--- config.mk ---
export PLATFORM = sky130hd
export DESIGN_NAME = alu_regfile_seq_flat
export DESIGN_NICKNAME = d
export VERILOG_FILES = /design/src/rtl/alu_regfile_seq_if.sv /design/src/rtl/alu_regfile_seq.sv /design/src/flat_wrapper.sv
export SDC_FILE = /design/constraint.sdc
export NUM_CORES = 1
export LEC_CHECK = 0
export ABC_AREA = 1
export ABC_CLOCK_PERIOD_IN_PS = 6600
export BUFFER_PORTS_ARGS = -buffer_cell sky130_fd_sc_hd__buf_4
export CORE_MARGIN = 2
export CORE_UTILIZATION = 65
export CTS_CLUSTER_SIZE = 8
export DETAILED_ROUTE_END_ITERATION = 16
export PLACE_DENSITY = 0.89
export SLEW_MARGIN = 20
export SYNTH_ARGS = -nofsm -noshare
export SYNTH_HDL_FRONTEND = slang
export SYNTH_SLANG_ARGS = --single-unit
--- constraint.sdc ---
create_clock -name clk -period 6.6 [get_ports clk]
set_input_delay 0.33 -clock clk [delete_from_list [all_inputs] [get_ports clk]]
set_output_delay 0.33 -clock clk [all_outputs]
set_load 0.1 [all_outputs]
--- src/rtl/alu_regfile_seq_if.sv ---
// Command/host bus for alu_regfile_seq: register writes, command handshake
// and result/status return. The host drives the master side and the ALU the slave side.
interface alu_regfile_seq_if #(
  parameter int WIDTH = 8,
  parameter int NREGS = 4
);
  localparam int AW = $clog2(NREGS);

  logic             wr_en;
  logic [AW-1:0]    wr_addr;
  logic [WIDTH-1:0] wr_data;
  logic             op_valid;
  logic             op_ready;
  logic [2:0]       opcode;
  logic [AW-1:0]    src_a;
  logic [AW-1:0]    src_b;
  logic [AW-1:0]    dst;
  logic             res_valid;
  logic [WIDTH-1:0] result;
  logic [3:0]       flags;
  logic             res_err;
  logic             busy;

  modport master (
    output wr_en, wr_addr, wr_data, op_valid, opcode, src_a, src_b, dst,
    input  op_ready, res_valid, result, flags, res_err, busy
  );

  modport slave (
    input  wr_en, wr_addr, wr_data, op_valid, opcode, src_a, src_b, dst,
    output op_ready, res_valid, result, flags, res_err, busy
  );
endinterface

--- src/rtl/alu_regfile_seq.sv ---
// Sequential ALU with an NREGS-entry register file, a valid/ready command
// port, bit-serial shifts and registered result/flags with writeback.
// Optional macro ALU_SEQ_MUL_EN enables opcode 7 as a shift-add multiply;
// without it opcode 7 completes immediately with res_err set.
module alu_regfile_seq #(
  parameter int WIDTH = 8,
  parameter int NREGS = 4
) (
  input  logic             clk,
  input  logic             rst,
  input  logic             ena,
  alu_regfile_seq_if.slave bus
);
  localparam int AW = $clog2(NREGS);
  localparam int SW = $clog2(WIDTH);
  localparam int CW = $clog2(WIDTH + 1);
`ifdef ALU_SEQ_MUL_EN
  localparam int ACC_W = 2 * WIDTH;
  localparam logic [1:0] S_MUL = 2'd2;
`else
  localparam int ACC_W = WIDTH;
`endif

  localparam logic [1:0] S_IDLE  = 2'd0;
  localparam logic [1:0] S_SHIFT = 2'd1;

  localparam logic [2:0] OP_ADD = 3'd0;
  localparam logic [2:0] OP_SUB = 3'd1;
  localparam logic [2:0] OP_AND = 3'd2;
  localparam logic [2:0] OP_OR  = 3'd3;
  localparam logic [2:0] OP_XOR = 3'd4;
  localparam logic [2:0] OP_SHL = 3'd5;
  localparam logic [2:0] OP_SHR = 3'd6;
  localparam logic [2:0] OP_MUL = 3'd7;

  logic [WIDTH-1:0] regs [NREGS];
  logic [1:0]       state;
  logic [CW-1:0]    cnt_p1;
  logic [ACC_W-1:0] acc_p1;
  logic             shl_p1;
  logic [AW-1:0]    dst_p1;
`ifdef ALU_SEQ_MUL_EN
  logic [WIDTH-1:0] mcand_p1;
  logic [WIDTH:0]   psum;
`endif
  logic [WIDTH-1:0] result_p2;
  logic [3:0]       flags_p2;
  logic             vld_p2;
  logic             err_p2;

  logic [WIDTH-1:0] opa;
  logic [WIDTH-1:0] opb;
  logic [SW-1:0]    amt;
  logic             accept;
  logic [WIDTH:0]   sum;
  logic [WIDTH:0]   diff;
  logic [ACC_W-1:0] step_acc;
  logic             step_c;
  logic             done;
  logic             err;
  logic             wb_en;
  logic [AW-1:0]    wb_addr;
  logic [WIDTH-1:0] wb_data;
  logic [3:0]       wb_flags;

  function automatic logic [3:0] mk_flags(input logic [WIDTH-1:0] r,
                                          input logic c, input logic v);
    return {(r == '0), r[WIDTH-1], c, v};
  endfunction

  // Two's-complement overflow of a +/- b, from a sign-extended result.
  function automatic logic ovf(input logic signed [WIDTH-1:0] a,
                               input logic signed [WIDTH-1:0] b,
                               input logic sub);
    logic signed [WIDTH:0] ea;
    logic signed [WIDTH:0] eb;
    logic signed [WIDTH:0] s;
    ea = a;
    eb = b;
    s  = sub ? (ea - eb) : (ea + eb);
    return s[WIDTH] ^ s[WIDTH-1];
  endfunction

  assign opa    = regs[bus.src_a];
  assign opb    = regs[bus.src_b];
  assign amt    = opb[SW-1:0];
  assign accept = (state == S_IDLE) && bus.op_valid && ena;
  assign sum    = {1'b0, opa} + {1'b0, opb};
  assign diff   = {1'b0, opa} - {1'b0, opb};

  // One bit-serial step of the operation in flight
  always_comb begin
    step_acc = acc_p1;
    step_c   = 1'b0;
`ifdef ALU_SEQ_MUL_EN
    psum     = '0;
`endif
    if (state == S_SHIFT) begin
      if (shl_p1) begin
        step_c                = acc_p1[WIDTH-1];
        step_acc[WIDTH-1:0]   = {acc_p1[WIDTH-2:0], 1'b0};
      end else begin
        step_c                = acc_p1[0];
        step_acc[WIDTH-1:0]   = {1'b0, acc_p1[WIDTH-1:1]};
      end
    end
`ifdef ALU_SEQ_MUL_EN
    else if (state == S_MUL) begin
      // Product sits in {hi, lo}; lo starts as B and is consumed LSB first.
      psum     = {1'b0, acc_p1[ACC_W-1:WIDTH]} + (acc_p1[0] ? {1'b0, mcand_p1} : '0);
      step_acc = {psum, acc_p1[WIDTH-1:1]};
      step_c   = |step_acc[ACC_W-1:WIDTH];
    end
`endif
  end

  // Completion decode: single-cycle ops finish at the accept edge,
  // serial ops on the edge that consumes their last count
  always_comb begin
    done     = 1'b0;
    err      = 1'b0;
    wb_en    = 1'b0;
    wb_addr  = dst_p1;
    wb_data  = '0;
    wb_flags = '0;
    if (accept) begin
      wb_addr = bus.dst;
      case (bus.opcode)
        OP_ADD: begin
          done = 1'b1; wb_en = 1'b1; wb_data = sum[WIDTH-1:0];
          wb_flags = mk_flags(sum[WIDTH-1:0], sum[WIDTH], ovf(opa, opb, 1'b0));
        end
        OP_SUB: begin
          done = 1'b1; wb_en = 1'b1; wb_data = diff[WIDTH-1:0];
          wb_flags = mk_flags(diff[WIDTH-1:0], ~diff[WIDTH], ovf(opa, opb, 1'b1));
        end
        OP_AND: begin
          done = 1'b1; wb_en = 1'b1; wb_data = opa & opb;
          wb_flags = mk_flags(opa & opb, 1'b0, 1'b0);
        end
        OP_OR: begin
          done = 1'b1; wb_en = 1'b1; wb_data = opa | opb;
          wb_flags = mk_flags(opa | opb, 1'b0, 1'b0);
        end
        OP_XOR: begin
          done = 1'b1; wb_en = 1'b1; wb_data = opa ^ opb;
          wb_flags = mk_flags(opa ^ opb, 1'b0, 1'b0);
        end
        OP_SHL, OP_SHR: begin
          if (amt == '0) begin
            done = 1'b1; wb_en = 1'b1; wb_data = opa;
            wb_flags = mk_flags(opa, 1'b0, 1'b0);
          end
        end
        default: begin
`ifndef ALU_SEQ_MUL_EN
          done = 1'b1;
          err  = 1'b1;
`endif
        end
      endcase
    end else if ((state != S_IDLE) && ena && (cnt_p1 == CW'(1))) begin
      done     = 1'b1;
      wb_en    = 1'b1;
      wb_data  = step_acc[WIDTH-1:0];
      wb_flags = mk_flags(step_acc[WIDTH-1:0], step_c, 1'b0);
    end
  end

  // Register file: host write first, writeback last so it wins a collision
  always_ff @(posedge clk) begin
    if (rst) begin
      for (int i = 0; i < NREGS; i++) regs[i] <= '0;
    end else if (ena) begin
      if (bus.wr_en) regs[bus.wr_addr] <= bus.wr_data;
      if (wb_en) regs[wb_addr] <= wb_data;
    end
  end

  // Control FSM, result/flag registers and the completion pulse
  always_ff @(posedge clk) begin
    if (rst) begin
      state     <= S_IDLE;
      cnt_p1    <= '0;
      vld_p2    <= 1'b0;
      err_p2    <= 1'b0;
      result_p2 <= '0;
      flags_p2  <= '0;
    end else if (!ena) begin
      vld_p2 <= 1'b0;
    end else begin
      vld_p2 <= done;
      err_p2 <= err;
      if (wb_en) begin
        result_p2 <= wb_data;
        flags_p2  <= wb_flags;
      end
      if (state == S_IDLE) begin
        if (accept && (bus.opcode == OP_SHL || bus.opcode == OP_SHR) && amt != '0) begin
          state  <= S_SHIFT;
          cnt_p1 <= CW'(amt);
        end
`ifdef ALU_SEQ_MUL_EN
        else if (accept && bus.opcode == OP_MUL) begin
          state  <= S_MUL;
          cnt_p1 <= CW'(WIDTH);
        end
`endif
      end else begin
        cnt_p1 <= cnt_p1 - CW'(1);
        if (cnt_p1 == CW'(1)) state <= S_IDLE;
      end
    end
  end

  // Operand snapshot at accept, then one serial step per enabled cycle
  always_ff @(posedge clk) begin
    if (ena) begin
      if (accept) begin
        acc_p1 <= ACC_W'(opa);
        shl_p1 <= (bus.opcode == OP_SHL);
        dst_p1 <= bus.dst;
`ifdef ALU_SEQ_MUL_EN
        if (bus.opcode == OP_MUL) acc_p1 <= ACC_W'(opb);
        mcand_p1 <= opa;
`endif
      end else if (state != S_IDLE) begin
        acc_p1 <= step_acc;
      end
    end
  end

  assign bus.op_ready  = (state == S_IDLE);
  assign bus.busy      = (state != S_IDLE);
  assign bus.res_valid = vld_p2;
  assign bus.result    = result_p2;
  assign bus.flags     = flags_p2;
  assign bus.res_err   = err_p2;
endmodule

--- src/flat_wrapper.sv ---
// flat-port wrapper written by rule: the top's interface ports become plain ports
module alu_regfile_seq_flat 
#(
  parameter int WIDTH = 8,
  parameter int NREGS = 4
)
  (clk, rst, ena, bus_wr_en, bus_wr_addr, bus_wr_data, bus_op_valid, bus_opcode, bus_src_a, bus_src_b, bus_dst, bus_op_ready, bus_res_valid, bus_result, bus_flags, bus_res_err, bus_busy);
  alu_regfile_seq_if #(.WIDTH(WIDTH), .NREGS(NREGS)) bus_i ();
  input  logic clk;
  input  logic rst;
  input  logic ena;
  input wire logic [$bits(bus_i.wr_en)-1:0] bus_wr_en;
  input wire logic [$bits(bus_i.wr_addr)-1:0] bus_wr_addr;
  input wire logic [$bits(bus_i.wr_data)-1:0] bus_wr_data;
  input wire logic [$bits(bus_i.op_valid)-1:0] bus_op_valid;
  input wire logic [$bits(bus_i.opcode)-1:0] bus_opcode;
  input wire logic [$bits(bus_i.src_a)-1:0] bus_src_a;
  input wire logic [$bits(bus_i.src_b)-1:0] bus_src_b;
  input wire logic [$bits(bus_i.dst)-1:0] bus_dst;
  output wire logic [$bits(bus_i.op_ready)-1:0] bus_op_ready;
  output wire logic [$bits(bus_i.res_valid)-1:0] bus_res_valid;
  output wire logic [$bits(bus_i.result)-1:0] bus_result;
  output wire logic [$bits(bus_i.flags)-1:0] bus_flags;
  output wire logic [$bits(bus_i.res_err)-1:0] bus_res_err;
  output wire logic [$bits(bus_i.busy)-1:0] bus_busy;
  assign bus_i.wr_en = bus_wr_en;
  assign bus_i.wr_addr = bus_wr_addr;
  assign bus_i.wr_data = bus_wr_data;
  assign bus_i.op_valid = bus_op_valid;
  assign bus_i.opcode = bus_opcode;
  assign bus_i.src_a = bus_src_a;
  assign bus_i.src_b = bus_src_b;
  assign bus_i.dst = bus_dst;
  assign bus_op_ready = bus_i.op_ready;
  assign bus_res_valid = bus_i.res_valid;
  assign bus_result = bus_i.result;
  assign bus_flags = bus_i.flags;
  assign bus_res_err = bus_i.res_err;
  assign bus_busy = bus_i.busy;
  alu_regfile_seq #(.WIDTH(WIDTH), .NREGS(NREGS)) u_core (.clk(clk), .rst(rst), .ena(ena), .bus(bus_i));
endmodule
==> qor.yml <==
antenna_left: 0
num_io_pins: 40
skew_ns: 0.007331
grt_remaining_overflow: 0
antenna_found_initial: 0
diodes: 0
whs_endpoint: "u_core.dst_p1[0]$_DFFE_PP_"
io_buffers: 39
cp-end-kind: "register"
hold_buffers: 0
core-area_um2: 7647
ys.flop_type: "edfxtp_1"
synth_top_area_frac: 0.2531
hold_start: "ena"
postLayoutCellArea_um2: 5638
tns_ns: 0
multi_input_area_um2: 3004
setup_violations: 0
placed_cell_area_um2: 5391
die-width_um: 92.60
avgSynthCellArea_um2: 6.567
cp_max_fo: 17
clkPwrFrac: 0.332
outcome: "finished, final reports clean"
fp.dieH_um: 92.60
total_power_mw: 1.231
cts_resized: 0
cts_tree: "yes"
row_count: 32
power_frac_seq: 0.367
holdWs_ns: 0.2480
min_period_over_period: 0.4901
clock_latency_ns: 0.35
seq_area_frac_synth: 0.3237
start_kind: "input pin"
syn_area_um2: 5102
hp-class: "input pin to register"
p_int_uw: 791.6
worstPathRequired_ns: 6.66
p_sw_uw: 438.9
start_util: 0.6672
slew_headroom: 0.4527
fmax_ghz: 0.3092
ir_drop_mv: 0.2392
cts_made_buffers: 9
instances_no_fill: 910
synth_seq_cells: 61
dpl.hpwl_um: 12020
setup_slack_ns: 3.365
numPlacedInstances: 894
grt_max_degree: 26
tightest_slew_ns: 0.8198
clk_pin_slew_ns: 0.07
area_growth_pct: 10.50
htreeDepth: 3
whs_path_depth: 1
synthTopCellsByArea: "edfxtp_1 (25%), nand2_1 (22%), nand3_1 (7.3%)"
rrSetupSlack_ns: 3.40
swShare: 0.3567
regArea_um2: 1652
wl_per_cell_um: 17.20
cts-root-buf: "clkbuf_8"
hold_violations: 0
post-cts-setup-buffers: 0
dr.first_iter.drc_count: 671
power_density_nw_per_um2: 218.3
wirelength_um: 15650
path_class: "input pin to register"
clockBufferDepth: 2
grt_pass1_wl_um: 24830
post-place-ws_ns: 3.129
dieArea_um2: 8575
synth_top_cell_by_area: "edfxtp_1"
finalWeightedCongestion: 1.027
ys_warn_count: 0
grt_use_total: 0.3776
fillerInstances: 598
reg2reg_depth: 16
final_layout_size_suffix_gt1_frac: 0.1052
synthArstFlopShare: 0
p_leak_nw: 2.682
final_max_slew_viol_count: 0
layout_min_cycle_time_ns: 3.235
syn_inst: 777
rsz0062_at_grt: "no"
max-cap-violations: 0
r2r-end: "u_core.regs[3][4]$_DFFE_PP_"
synth.net_count: 829
nets: 855
clkSinkCount: 61
r2r_start: "u_core.regs[0][0]$_DFFE_PP_"
comb_power_share: 0.300
routed-via-count: 5484
synth_cell_types: 39
grt_pass1_vias: 4890
drcViolationCount: 0
final_core_util: 0.7372
via_per_inst: 6.026
drtPass1Iterations: 6
synth_edf_count: 43
worst_ep_arrival_time_ns: 3.29
layer usage:
| layer | global-route usage | routed length, um | up-vias |
|---|---|---|---|
| met5 | 0 | 0 | - |
| met4 | 0.1592 | 651 | 0 |
| met3 | 0.07567 | 1894 | 70 |
| met2 | 0.5779 | 6862 | 396 |
| met1 | 0.5232 | 6244 | 2421 |
| li1 | - | - | 2597 |
cell type report:
cell class,count,share of cell area
clock buffers,9,0.02197
clock inverters,7,0.02175
inverters,84,0.05593
multi-input cells,608,0.5328
flip-flops and latches,61,0.2929
well taps,102,0.02264
repair buffers,39,0.05193
worst max-delay path, stage by stage:
cell and delay, ns:
buf_4 0.17, inv_1 0.35, nand2_1 0.11, nand3_1 0.09, nand2_1 0.19, ha_1 0.30, fa_1 0.48, inv_1 0.11
nand2_1 0.07, nand2_1 0.10, nand2_1 0.07, nand3_1 0.07, nand3_1 0.09, o21ai_0 0.26, nand2_1 0.23, nand2_1 0.11
o21ai_0 0.14
sequential cells by signal, indices dropped and copies added, names as in the netlist:
signal	cells
u_core.shl_p1	1
u_core.bus.res_err	1
u_core.state	1
u_core.acc_p1	8
u_core.dst_p1	2
u_core.bus.result	7
u_core.regs	32
u_core.bus.res_valid	1
u_core.bus.flags	4
u_core.cnt_p1	4
synthesized netlist by cell type (all sizes together) (7+ instances only):
cell	number
nand2	299
inv	83
nand3	75
nor2	66
o21ai	61
edfxtp	43
ha	26
a21oi	23
dfxtp	18
buf	14
nand4	11
clkbuf	10
nor3	9
o22ai	7
worst max path at each step:
stage / startpoint / endpoint / slack [ns] / cells past startpoint
3_3_place_gp: bus_src_b[1] / u_core.regs[3][4]$_DFFE_PP_ / 3.20 / 17
6_report: bus_src_a[0] / u_core.regs[3][4]$_DFFE_PP_ / 3.37 / 17
5_1_grt: bus_src_a[0] / u_core.regs[3][4]$_DFFE_PP_ / 3.22 / 17
2_1_floorplan: bus_src_b[0] / u_core.regs[3][7]$_DFFE_PP_ / 3.79 / 21
4_1_cts: bus_src_a[0] / u_core.regs[3][4]$_DFFE_PP_ / 3.47 / 17
3_5_place_dp: bus_src_a[0] / u_core.regs[3][4]$_DFFE_PP_ / 3.13 / 17
power groups by stage:
stage	clock network, mW	logic [mW]	registers [mW]
2_1_floorplan	0	0.236	0.481
3_3_place_gp	0	0.355	0.458
3_5_place_dp	0	0.358	0.459
4_1_cts	0.409	0.360	0.451
5_1_grt	0.425	0.407	0.454
6_report	0.409	0.370	0.452
cells in the final DEF, fill, tap and decap left out, types with 3 or more instances in the layout:
cell	Yosys	routed
o21ai_1	11	11
nor3_1	9	9
bufinv_16	0	3
nand2_1	293	293
nand3_1	74	74
and2_1	3	3
or2_2	4	4
nand2_2	6	6
inv_2	7	7
dfxtp_1	18	18
o21ai_0	48	48
a32oi_1	5	5
nor2_2	3	3
buf_4	2	39
inv_1	76	76
edfxtp_1	43	43
nor2_1	59	59
o211ai_1	3	3
a31oi_1	3	3
nand4_1	8	8
xor2_1	4	4
nor2_4	3	3
a21oi_1	23	23
o22ai_1	7	7
clkbuf_8	0	9
ha_1	26	26
cell families after synthesis:
group	share of synthesized area
AOI/OAI and AO/OA	0.1135
adders and majority gates	0.07160
buffers and inverters	0.08754
and+or+nand+nor	0.3968
DFF	0.3237
xor gates and xnor gates	0.006865
(Power assumes the default switching activity.)
